## src/rtl/dma_channel_ctrl.sv

```systemverilog
// Single-channel fly-by DMA controller for IO-to-memory writes.
// Requests the bus with HOLD/HLDA, acknowledges the IO device with DACK and
// sequences the IReady/TReady handshake once per transfer.
module dma_channel_ctrl #(
  parameter int unsigned ADDR_W  = 16,
  parameter int unsigned COUNT_W = 16,
  parameter int unsigned TIMEOUT = 15
) (
  input  logic              clk,
  input  logic              rst_n,
  input  logic              cfg_we,
  input  logic [1:0]        cfg_sel,
  input  logic [15:0]       cfg_data,
  input  logic              DREQ,
  output logic              DACK,
  output logic              HOLD,
  input  logic              HLDA,
  output logic [ADDR_W-1:0] Address_Bus,
  output logic              Addr_OE,
  output logic              MEMW,
  output logic              IReady,
  input  logic              TReady,
  output logic              TC,
  output logic              busy,
  output logic              err
);

  localparam int unsigned TmoW = $clog2(TIMEOUT + 1);
  localparam logic [TmoW-1:0] TmoLast = TmoW'(TIMEOUT - 1);

  typedef enum logic [2:0] {
    StIdle, StReq, StXfer, StRelease, StStep, StDone, StErr
  } state_e;

  state_e              state_q, state_d;
  logic [ADDR_W-1:0]   base_q, base_d, cur_addr_q, cur_addr_d;
  logic [COUNT_W-1:0]  count_q, count_d, cur_count_q, cur_count_d;
  logic [2:0]          ctrl_q, ctrl_d;  // {autoinit, incr, enable}
  logic [TmoW-1:0]     tmo_q, tmo_d;
  logic                err_q, err_d;
  logic [COUNT_W-1:0]  cnt_dec;

  assign cnt_dec = cur_count_q - COUNT_W'(1);

  // State and configuration registers
  always_ff @(posedge clk or negedge rst_n) begin
    if (!rst_n) begin
      state_q     <= StIdle;
      base_q      <= '0;
      count_q     <= '0;
      cur_addr_q  <= '0;
      cur_count_q <= '0;
      ctrl_q      <= '0;
      tmo_q       <= '0;
      err_q       <= 1'b0;
    end else begin
      state_q     <= state_d;
      base_q      <= base_d;
      count_q     <= count_d;
      cur_addr_q  <= cur_addr_d;
      cur_count_q <= cur_count_d;
      ctrl_q      <= ctrl_d;
      tmo_q       <= tmo_d;
      err_q       <= err_d;
    end
  end

  // Config decode, next-state logic and Moore outputs
  always_comb begin
    state_d     = state_q;
    base_d      = base_q;
    count_d     = count_q;
    cur_addr_d  = cur_addr_q;
    cur_count_d = cur_count_q;
    ctrl_d      = ctrl_q;
    tmo_d       = tmo_q + TmoW'(1);
    err_d       = err_q;
    HOLD        = 1'b0;
    DACK        = 1'b0;
    Addr_OE     = 1'b0;
    MEMW        = 1'b0;
    IReady      = 1'b0;
    TC          = 1'b0;

    if (cfg_we) begin
      if (state_q == StIdle) begin
        unique case (cfg_sel)
          2'd0: begin
            base_d     = ADDR_W'(cfg_data);
            cur_addr_d = ADDR_W'(cfg_data);
          end
          2'd1: begin
            count_d     = COUNT_W'(cfg_data);
            cur_count_d = COUNT_W'(cfg_data);
          end
          2'd2: begin
            ctrl_d = cfg_data[2:0];
            err_d  = 1'b0;
          end
          default: ;
        endcase
      end else if (cfg_sel == 2'd2 && !cfg_data[0]) begin
        // Disable while busy: the channel finishes the current transfer and
        // stops at the next STEP because enable is no longer set.
        ctrl_d = cfg_data[2:0];
        err_d  = 1'b0;
      end
    end

    unique case (state_q)
      StIdle: begin
        if (ctrl_q[0] && DREQ && cur_count_q != '0) state_d = StReq;
      end
      StReq: begin
        HOLD = 1'b1;
        if (HLDA) begin
          state_d = StXfer;
          tmo_d   = '0;
        end
      end
      StXfer: begin
        HOLD    = 1'b1;
        DACK    = 1'b1;
        Addr_OE = 1'b1;
        MEMW    = 1'b1;
        IReady  = 1'b1;
        if (TReady) begin
          state_d = StRelease;
          tmo_d   = '0;
        end else if (!HLDA || tmo_q == TmoLast) begin
          state_d = StErr;
        end
      end
      StRelease: begin
        HOLD    = 1'b1;
        DACK    = 1'b1;
        Addr_OE = 1'b1;
        MEMW    = 1'b1;
        if (!TReady) begin
          state_d = StStep;
        end else if (!HLDA || tmo_q == TmoLast) begin
          state_d = StErr;
        end
      end
      StStep: begin
        HOLD        = 1'b1;
        cur_count_d = cnt_dec;
        if (ctrl_q[1]) cur_addr_d = cur_addr_q + ADDR_W'(1);
        if (cnt_dec == '0) begin
          state_d = StDone;
        end else if (DREQ && ctrl_q[0]) begin
          state_d = StXfer;
          tmo_d   = '0;
        end else begin
          state_d = StIdle;
        end
      end
      StDone: begin
        TC      = 1'b1;
        state_d = StIdle;
        if (ctrl_q[2]) begin
          cur_addr_d  = base_q;
          cur_count_d = count_q;
        end else begin
          ctrl_d[0] = 1'b0;
        end
      end
      StErr: begin
        ctrl_d[0] = 1'b0;
        state_d   = StIdle;
      end
      default: state_d = StIdle;
    endcase

    // Error is raised on entry so it is visible during the ERR cycle itself
    if (state_d == StErr) err_d = 1'b1;
  end

  assign Address_Bus = Addr_OE ? cur_addr_q : '0;
  assign busy        = (state_q != StIdle);
  assign err         = err_q;

endmodule

```

## config.mk

```make
export PLATFORM = sky130hd
export DESIGN_NAME = dma_channel_ctrl
export DESIGN_NICKNAME = d
export VERILOG_FILES = /design/src/rtl/dma_channel_ctrl.sv
export SDC_FILE = /design/constraint.sdc
export NUM_CORES = 1
export LEC_CHECK = 0
export ABC_AREA = 0
export ABC_CLOCK_PERIOD_IN_PS = 3300
export BUFFER_PORTS_ARGS = -buffer_cell sky130_fd_sc_hd__buf_2
export CELL_PAD_IN_SITES_DETAIL_PLACEMENT = 1
export CELL_PAD_IN_SITES_GLOBAL_PLACEMENT = 2
export CORE_UTILIZATION = 35
export CTS_CLUSTER_DIAMETER = 50
export DETAILED_ROUTE_END_ITERATION = 6
export PLACE_DENSITY_LB_ADDON = 0.25
export SETUP_SLACK_MARGIN = 0.15
export SLEW_MARGIN = 10
export SYNTH_ARGS = -nofsm -noshare
export SYNTH_HDL_FRONTEND = slang
export SYNTH_SLANG_ARGS = --single-unit
```

## constraint.sdc

```tcl
create_clock -name clk -period 3.3 [get_ports clk]
set_input_delay 0.66 -clock clk [delete_from_list [all_inputs] [get_ports clk]]
set_output_delay 0.66 -clock clk [all_outputs]
set_load 0.01 [all_outputs]
```

==> impl_metrics.toml, run 1 <==
[logic_synthesis]
synth_top_cell_by_area = "dfrtp_1"
synth-seq-cells = 75
yosysTopAreaCellShare = 0.4345
yosys_warnings = 0
synth.distinct_cells = 54
synth.area.top_cells = "dfrtp_1 (43%), nand2_1 (13%), a21oi_1 (6.4%)"
synth_nets = 560
synth-main-ff-cell = "dfrtp_1"
postSynth.asyncResetShare = 1.000
synth_area_sq_um = 4319
syn_inst = 531
synth.avg_cell_area_sq_um = 8.134
ys_seq_area_frac = 0.4345
synth-edff-count = 0

[timing]
setup-violations-final = 0
max_freq_mhz = 358.2
slew_headroom = 0.3255
maxSlewViolCount = 0
holdWs_ns = 0.4739
post-route-period-util = 0.8460
rsz0062_at_grt = "false"
tightest_slew_ns = 1.012
clock_skew_ns = 0.005531
finalCriticalPeriod_ns = 2.792
fin_tns_setup_ns = 0
hold_violations = 0

[routing]
routed_wl_mm = 13.06
first_iter_violations = 190
wl_per_cell_microns = 18.28
drtAntennaViolNets = 0
vias = 3974
dr.pass1.iters = 4
vias_per_cell = 5.566
remaining_drc_errors = 0

[power_and_ir_drop]
ir_drop_mv = 0.2723
leakage_nw = 2.329
p_per_area_nw_per_um2 = 908.4

[clock_network]
cts_resized = 0
cts_buffer_depth = 2
post_cts_buffers = 0
cts.reportedPaths.clkPinSlew_ns = 0.06
cts-root-buf = "clkbuf_16"
htreeDepth = 3
cts_buffers = 9
clk_latency_ns = 0.34
ctsHoldBuffers = 0
cts.sinks = 75
cts_tree = "yes"

[run]
drv_cap = 0

[die]
core_region_area_sq_um = 12010
die_h_microns = 113.1
placement_rows = 40
die-area_sq_um = 12790
top_level_ports = 48
start_util = 0.3596
dieWidth_microns = 113.1

[critical_path]
max_stage_delay_ns = 0.53
path_class = "reg2reg"
end_kind = "flip-flop"
startpoint_type = "flip-flop"
crit_path_cell_trace = "inv_1 > ha_1 > or4b_4 > nor4b_2 > a211oi_1 > or3b_1 > o31a_1 > or2_1"
cp.depth = 8
worst_ep_required_time_ns = 3.52
critPathTopFamily = "simple AND/OR/NAND/NOR gates"
crit_arrival_ns = 3.01
slowest_stage = "or4b_4"
path_max_fanout = 8
crit_buf_inv = 1
reg2regPathDepth = 8

[grt]
grt_pass1_vias = 4083
grtUsageTotal = 0.2218
antenna_found_initial = 0
grt-ovfl-total = 0
grt_pass1_wl_mm = 21.72
grt_max_degree = 76

[final_layout]
layout.nets = 594
nFillCells = 1465
drive_gt1_frac = 0.1305
antenna_cells = 0
syn_to_final_growth_pct = 14.14

[hold_path]
hold_depth = 2
hp-class = "reg2reg"

[placed_design]
gp_congestion = 0.8333
io_buffers = 47
hpwl_mm = 9.048

[run_status]
status = "finished, final reports clean"
[cell usage after synthesis (all sizes together) (3+ instances only)]
cell type and instances:
a21boi 6, a211o 5, o22ai 3, nand3 18
xor2 11, inv 12, nand4 4, ha 5
nand2 155, nor4 5, mux2i 4, and2 20
o221ai 11, nor2 20, buf 6, a21oi 55
and3 5, dfrtp 75, o21ai 15, a221o 9
nor2b 3, xnor2 10, or3 3, nor3 11
clkbuf 29
[per-stage QoR]
step           area, sq um  utilization  setup WS (ns)  power (mW)  instances
3_3_place_gp          4679       0.3896         0.6059       3.544        701
2_1_floorplan         4319            -         0.7363       3.037        531
6_report              4930       0.4104         0.5081       4.478        714
3_5_place_dp          4679       0.3896         0.5181       3.616        701
4_1_cts               4930       0.4104         0.4978       4.520        714
5_1_grt               4930       0.4104         0.3168       4.878        714
[metal layers]
metal | vias to the layer above | wire, microns | global-route usage | part of all wire
met3 | 12 | 404 | 0.02892 | 0.031
met4 | 0 | 216 | 0.08596 | 0.017
met5 | - | 0 | 0 | 0
met1 | 1987 | 6551 | 0.3088 | 0.50
li1 | 1905 | - | - | -
met2 | 70 | 5881 | 0.3513 | 0.45
[final cells by class]
class                   count  area (sq um)  share of cell area
well taps                 147         183.9             0.03731
flip-flops and latches     75          1877              0.3807
multi-input cells         409          2253              0.4571
inverters                  12         45.04            0.009137
clock buffers              13         250.2             0.05076
repair buffers             58         320.3             0.06497
[cells in the final DEF (no fill, tap or decap), drive strengths merged, types with 6 or more instances in the layout]
cell type,count
inv,12
nor3,11
nor2,20
buf,58
xnor2,10
a21boi,6
o221ai,11
nand2,155
a221o,9
xor2,11
and2,20
clkbuf,13
dfrtp,75
a21oi,55
o21ai,15
nand3,18
[path summary, 6_finish.rpt]
| check | endpoint | start | slack [ns] |
|---|---|---|---|
| min | base_q[12] | base_q[12] | 0.47 |
| min reg2reg | base_q[12] | base_q[12] | 0.47 |
| max reg2reg | state_q[1] | cur_count_q[0] | 0.51 |
| min in group asynchronous | tmo_q[2] | rst_n | 0.50 |
| max | state_q[1] | cur_count_q[0] | 0.51 |
| max in group asynchronous | cur_addr_q[9] | rst_n | 2.16 |
[sequential cells by signal, summed over array words and instances (netlist names)]
name and cells:
state_q 3, err 1, cur_count_q 16, cur_addr_q 16, ctrl_q 3, tmo_q 4
count_q 16, base_q 16
[tightest hold or removal path, delay by kind of cell (launching register included)]
family,cells,cell delay (ns)
flip-flops,1,0.34
AND/OR/NAND/NOR,2,0.11
[where the power goes]
group	internal [mW]	total [mW]	switching (mW)	leakage [nW]
clock	0.518	0.878	0.360	0.122
sequential	1.34	1.78	0.441	0.939
combinational	0.777	1.82	1.05	1.27
[cells by family (layout without fill, tap and decap cells)]
| logic type | Yosys count | in the layout | synth area share |
|---|---|---|---|
| muxes | 6 | 6 | 0.01448 |
| xor gates and xnor gates | 21 | 21 | 0.04258 |
| AOI/OAI and AO/OA | 119 | 119 | 0.1779 |
| buffers and inverters | 47 | 83 | 0.04374 |
| adders and majority gates | 5 | 5 | 0.01448 |
| and+or+nand+nor | 258 | 258 | 0.2723 |
| DFF | 75 | 75 | 0.4345 |
(Power assumes the default switching activity.)
==> run 2: changes to the inputs <==
Settings changed: ABC_CLOCK_PERIOD_IN_PS 3300 to 2400, CORE_UTILIZATION 35 to 32.
Clock period 3.3 ns to 2.4 ns, I/O delays scaled along.
==> run 2 against run 1 <==
Compared with the run above: the run now ends with negative setup slack left; critical path depth rose by 1; first-iteration DRC count down 26%; power increased by 58%; utilization is 0.38 points higher; clock skew rose by 0.0040 ns; cell count grew 9.1%; fmax rose by 11%; highest routed layer unchanged.
==> impl_metrics.toml, run 2 (synthesis results as in run 1) <==
[power_and_ir_drop]
ir_drop_mv = 0.3383
leakage_nw = 2.567
p_per_area_nw_per_um2 = 1291
p_total_mw = 7.054

[routing]
dr.pass1.iters = 4
remaining_drc_errors = 0
first_iter_violations = 140
vias_per_cell = 5.332
wl_per_cell_microns = 18.54
vias = 4154
routed_wl_mm = 14.45
drtAntennaViolNets = 0

[critical_path]
crit_buf_inv = 2
path_class = "reg2reg"
max_stage_delay_ns = 0.48
path_max_fanout = 2
crit_path_cell_trace = "inv_2 > ha_4 > or4b_4 > nor4b_4 > a211oi_2 > buf_4 > a2111oi_2 > nand3_1 > o41ai_2"
crit_arrival_ns = 2.73
cp.depth = 9
worst_ep_required_time_ns = 2.62
reg2regPathDepth = 9
startpoint_type = "flip-flop"
end_kind = "flip-flop"
slowest_stage = "or4b_4"
critPathTopFamily = "simple AND/OR/NAND/NOR gates"

[timing]
max_freq_mhz = 398.8
rsz0062_at_grt = "true"
setup-violations-final = 7
hold_violations = 0
slew_headroom = 0.5717
maxSlewViolCount = 0
clock_skew_ns = 0.009532
setup_ws_ns = -0.1074
post-route-period-util = 1.045
finalCriticalPeriod_ns = 2.507
holdWs_ns = 0.07649
tightest_slew_ns = 0.6401

[grt]
grt-ovfl-total = 0
use_met2 = 0.3349
antenna_found_initial = 0
grt_busiest_layer = "met2"
use_met3 = 0.03089
grtUsageTotal = 0.2135
grt_pass1_vias = 4185
grt_pass1_wl_mm = 22.99
met1_usage = 0.2963
grt_max_degree = 34

[final_layout]
layout.nets = 627
final_common_cell = "nand2_1"
final_cell_mix = "nand2_1 (154), dfrtp_1 (75), a21oi_1 (55)"
layout.cells.non_filler = 779
antenna_cells = 0
drive_gt1_frac = 0.2123
syn_to_final_growth_pct = 26.51

[die]
die-area_sq_um = 13970
top_level_ports = 48
die_h_microns = 118.2
dieWidth_microns = 118.2
start_util = 0.3275
core_region_area_sq_um = 13190
placement_rows = 42

[placed_design]
dp_cells = 754
gp_congestion = 0.8511
hpwl_mm = 9.875
io_buffers = 47

[clock_network]
cts.sinks = 75
htreeDepth = 3
cts-root-buf = "clkbuf_16"
clk_latency_ns = 0.34
cts_tree = "yes"
cts_buffer_depth = 2
cts.reportedPaths.clkPinSlew_ns = 0.06
cts_buffers = 9

[run]
drv_cap = 0

[run_status]
violations = "negative setup slack"
status = "finished, violations left"

[hold_path]
hp-class = "in2async"
==> run 2: changes by cell type in the layout (fill, tap and decap cells not counted), sizes merged <==
| cell | change |
|---|---|
| buf | +33 |
| clkbuf | +2 |
| bufinv | +1 |
==> run 2: final timing paths <==
check,from,to,slack [ns]
setup / recovery,cur_count_q[1],state_q[0],-0.11
hold / removal,rst_n,base_q[2],0.08
setup reg to reg,cur_count_q[1],state_q[0],-0.11
hold reg to reg,count_q[13],count_q[13],0.48
max in group asynchronous,rst_n,state_q[1],1.76
min in group clk,cfg_data[13],base_q[13],0.37
==> run 2: routing by layer <==
metal  up-vias  share of wire
li1       1964              -
met1      2099           0.49
met2        73           0.46
met3        18          0.029
met4         0          0.019
met5         -              0
==> run 2: metrics by stage <==
stage          area, sq um  setup slack [ns]  utilization  TNS [ns]
2_1_floorplan         4328           -0.1044            -   -0.1044
3_3_place_gp          4946           0.04280       0.3750         0
3_5_place_dp          4946          -0.09077       0.3750   -0.3665
4_1_cts               5351          -0.04593       0.4057   -0.1907
5_1_grt               5464           -0.2021       0.4142   -0.9685
6_report              5464           -0.1074       0.4142   -0.4800
==> run 2: area by class of cell <==
class / instances / area [sq um]
inverters: 12 / 45.04
repair buffers: 91 / 625.6
well taps: 176 / 220.2
clock buffers: 15 / 277.8
fillers: 1559 / 7726
flip-flops and latches: 75 / 1877
clock inverters: 1 / 30.03
multi-input cells: 409 / 2389
==> run 2: power by group <==
part	switching [mW]	total [mW]	internal, mW
logic	1.76	3.22	1.46
clock network	0.534	1.43	0.893
registers	0.563	2.40	1.84
total	2.86	7.05	4.19
==> run 2: repair_timing <==
item | 4_1_cts | 5_1_grt
buffers inserted | 8 | 1
pin swaps | 1 | 3
setup endpoints to repair | 7 | 9
gates cloned | 0 | 0
gates resized for setup | 9 | 18
hold buffers | 0 | 0
==> run 3: changes to the inputs <==
Settings changed: CORE_MARGIN set to 5, CTS_BUF_LIST set to sky130_fd_sc_hd__clkbuf_16.
==> run 3 against run 2 <==
Compared with the run above: the run now ends clean; cell count down 1.2%; sequential share of layout area is 0.78 points higher; power shrank 3.6%; non-clock buffer count fell by 8; clock-buffer cell count shrank 6; highest routed layer unchanged.
==> impl_metrics.toml, run 3 (synthesis results as in run 1) <==
[timing]
rsz0062_at_grt = "true"
maxSlewViolCount = 0
finalCriticalPeriod_ns = 2.389
clock_skew_ns = 0.008917
post-route-period-util = 0.9954
max_freq_mhz = 418.6
hold_violations = 0
tightest_slew_ns = 0.6649
slew_headroom = 0.5551
setup-violations-final = 0

[critical_path]
worst_ep_required_time_ns = 2.62
startpoint_type = "flip-flop"
path_class = "reg2reg"
end_kind = "flip-flop"
reg2regPathDepth = 8
crit_arrival_ns = 2.61
path_max_fanout = 2

[hold_path]
hp-class = "in2async"

[power_and_ir_drop]
leakage_nw = 2.502
p_per_area_nw_per_um2 = 1273
p_total_mw = 6.801
ir_drop_mv = 0.3869

[die]
die_h_microns = 126.2
placement_rows = 42
core_region_area_sq_um = 13240
dieWidth_microns = 126.2
top_level_ports = 48
start_util = 0.3262
die-area_sq_um = 15920

[final_layout]
final_cell_mix = "nand2_1 (155), dfrtp_1 (75), a21oi_1 (55)"
stdcell_area_sq_um = 5343
final_common_cell = "nand2_1"
drive_gt1_frac = 0.1936
fin_util = 0.4034
antenna_cells = 0
layout.nets = 619
syn_to_final_growth_pct = 23.70

[grt]
grt_pass1_vias = 4299
grt_max_degree = 45
grtUsageTotal = 0.1834
grt-ovfl-total = 0
grt_pass1_wl_mm = 23.34
antenna_found_initial = 0

[placed_design]
gp_congestion = 0.8208
dpl_cell_area_sq_um = 4911
hpwl_mm = 9.827
io_buffers = 47

[clock_network]
htreeDepth = 3
cts-root-buf = "clkbuf_16"
ctsHoldBuffers = 0
cts.reportedPaths.clkPinSlew_ns = 0.06
cts_buffer_depth = 2
cts.sinks = 75
cts_tree = "yes"
clk_latency_ns = 0.34
cts_buffers = 9

[routing]
first_iter_violations = 187
routed_wl_mm = 14.14
vias = 4067
remaining_drc_errors = 0
dr.pass1.iters = 4
wl_per_cell_microns = 18.37
vias_per_cell = 5.282
drtAntennaViolNets = 0

[run_status]
status = "finished, final reports clean"

[run]
drv_cap = 0
==> run 3: report_power, final <==
part / switching, mW / internal, mW
Clock: 0.522 / 0.781
Combinational: 1.75 / 1.38
Sequential: 0.531 / 1.84
Total: 2.80 / 4.00
==> run 3: path summary, 6_finish.rpt <==
path | slack, ns | endpoint | start
setup / recovery | 0.01 | state_q[1] | cur_count_q[1]
setup reg to reg | 0.01 | state_q[1] | cur_count_q[1]
min in group clk | 0.38 | base_q[13] | cfg_data[13]
hold reg to reg | 0.48 | base_q[9] | base_q[9]
hold / removal | 0.08 | base_q[9] | rst_n
max in group asynchronous | 1.70 | tmo_q[2] | rst_n
==> run 3: worst max-delay path: stages, from the launching register on <==
cell	delay (ns)
dfrtp_1	0.39
inv_2	0.08
ha_4	0.13
or4b_4	0.47
nor4b_4	0.25
a211oi_2	0.06
or3b_1	0.38
o31a_1	0.27
or2_1	0.23
==> run 3: stage by stage <==
step | setup TNS [ns] | instances | hold slack (ns) | setup slack (ns)
2_1_floorplan | -0.1044 | 531 | 0.1844 | -0.1044
3_3_place_gp | 0 | 751 | 0.4585 | 0.05827
3_5_place_dp | -0.08903 | 751 | 0.4642 | -0.08746
4_1_cts | 0 | 767 | 0.09652 | 0.007627
5_1_grt | -0.2676 | 770 | 0.1115 | -0.06386
6_report | 0 | 770 | 0.08105 | 0.01095
==> run 3: final cells by class <==
class                      count  area [sq um]
multi-input combinational    409          2377
tap                          176         220.2
clock inverter                 6         48.80
inverter                      12         45.04
timing repair buffer          83         549.3
fill                        1617          7900
clock buffer                   9         225.2
sequential                    75          1877
==> run 3: timing repair <==
action | in CTS | in global routing
pin swaps | 0 | 4
endpoints found under the setup margin | 7 | 8
gates resized for setup | 10 | 13
buffers inserted | 1 | 3
==> run 3: layer usage <==
layer	part of all wire	up-vias	GRT usage
met5	0	-	0
met4	0.010	0	0.04606
met3	0.038	11	0.04276
met2	0.46	68	0.2886
met1	0.49	2034	0.2555
li1	-	1954	-
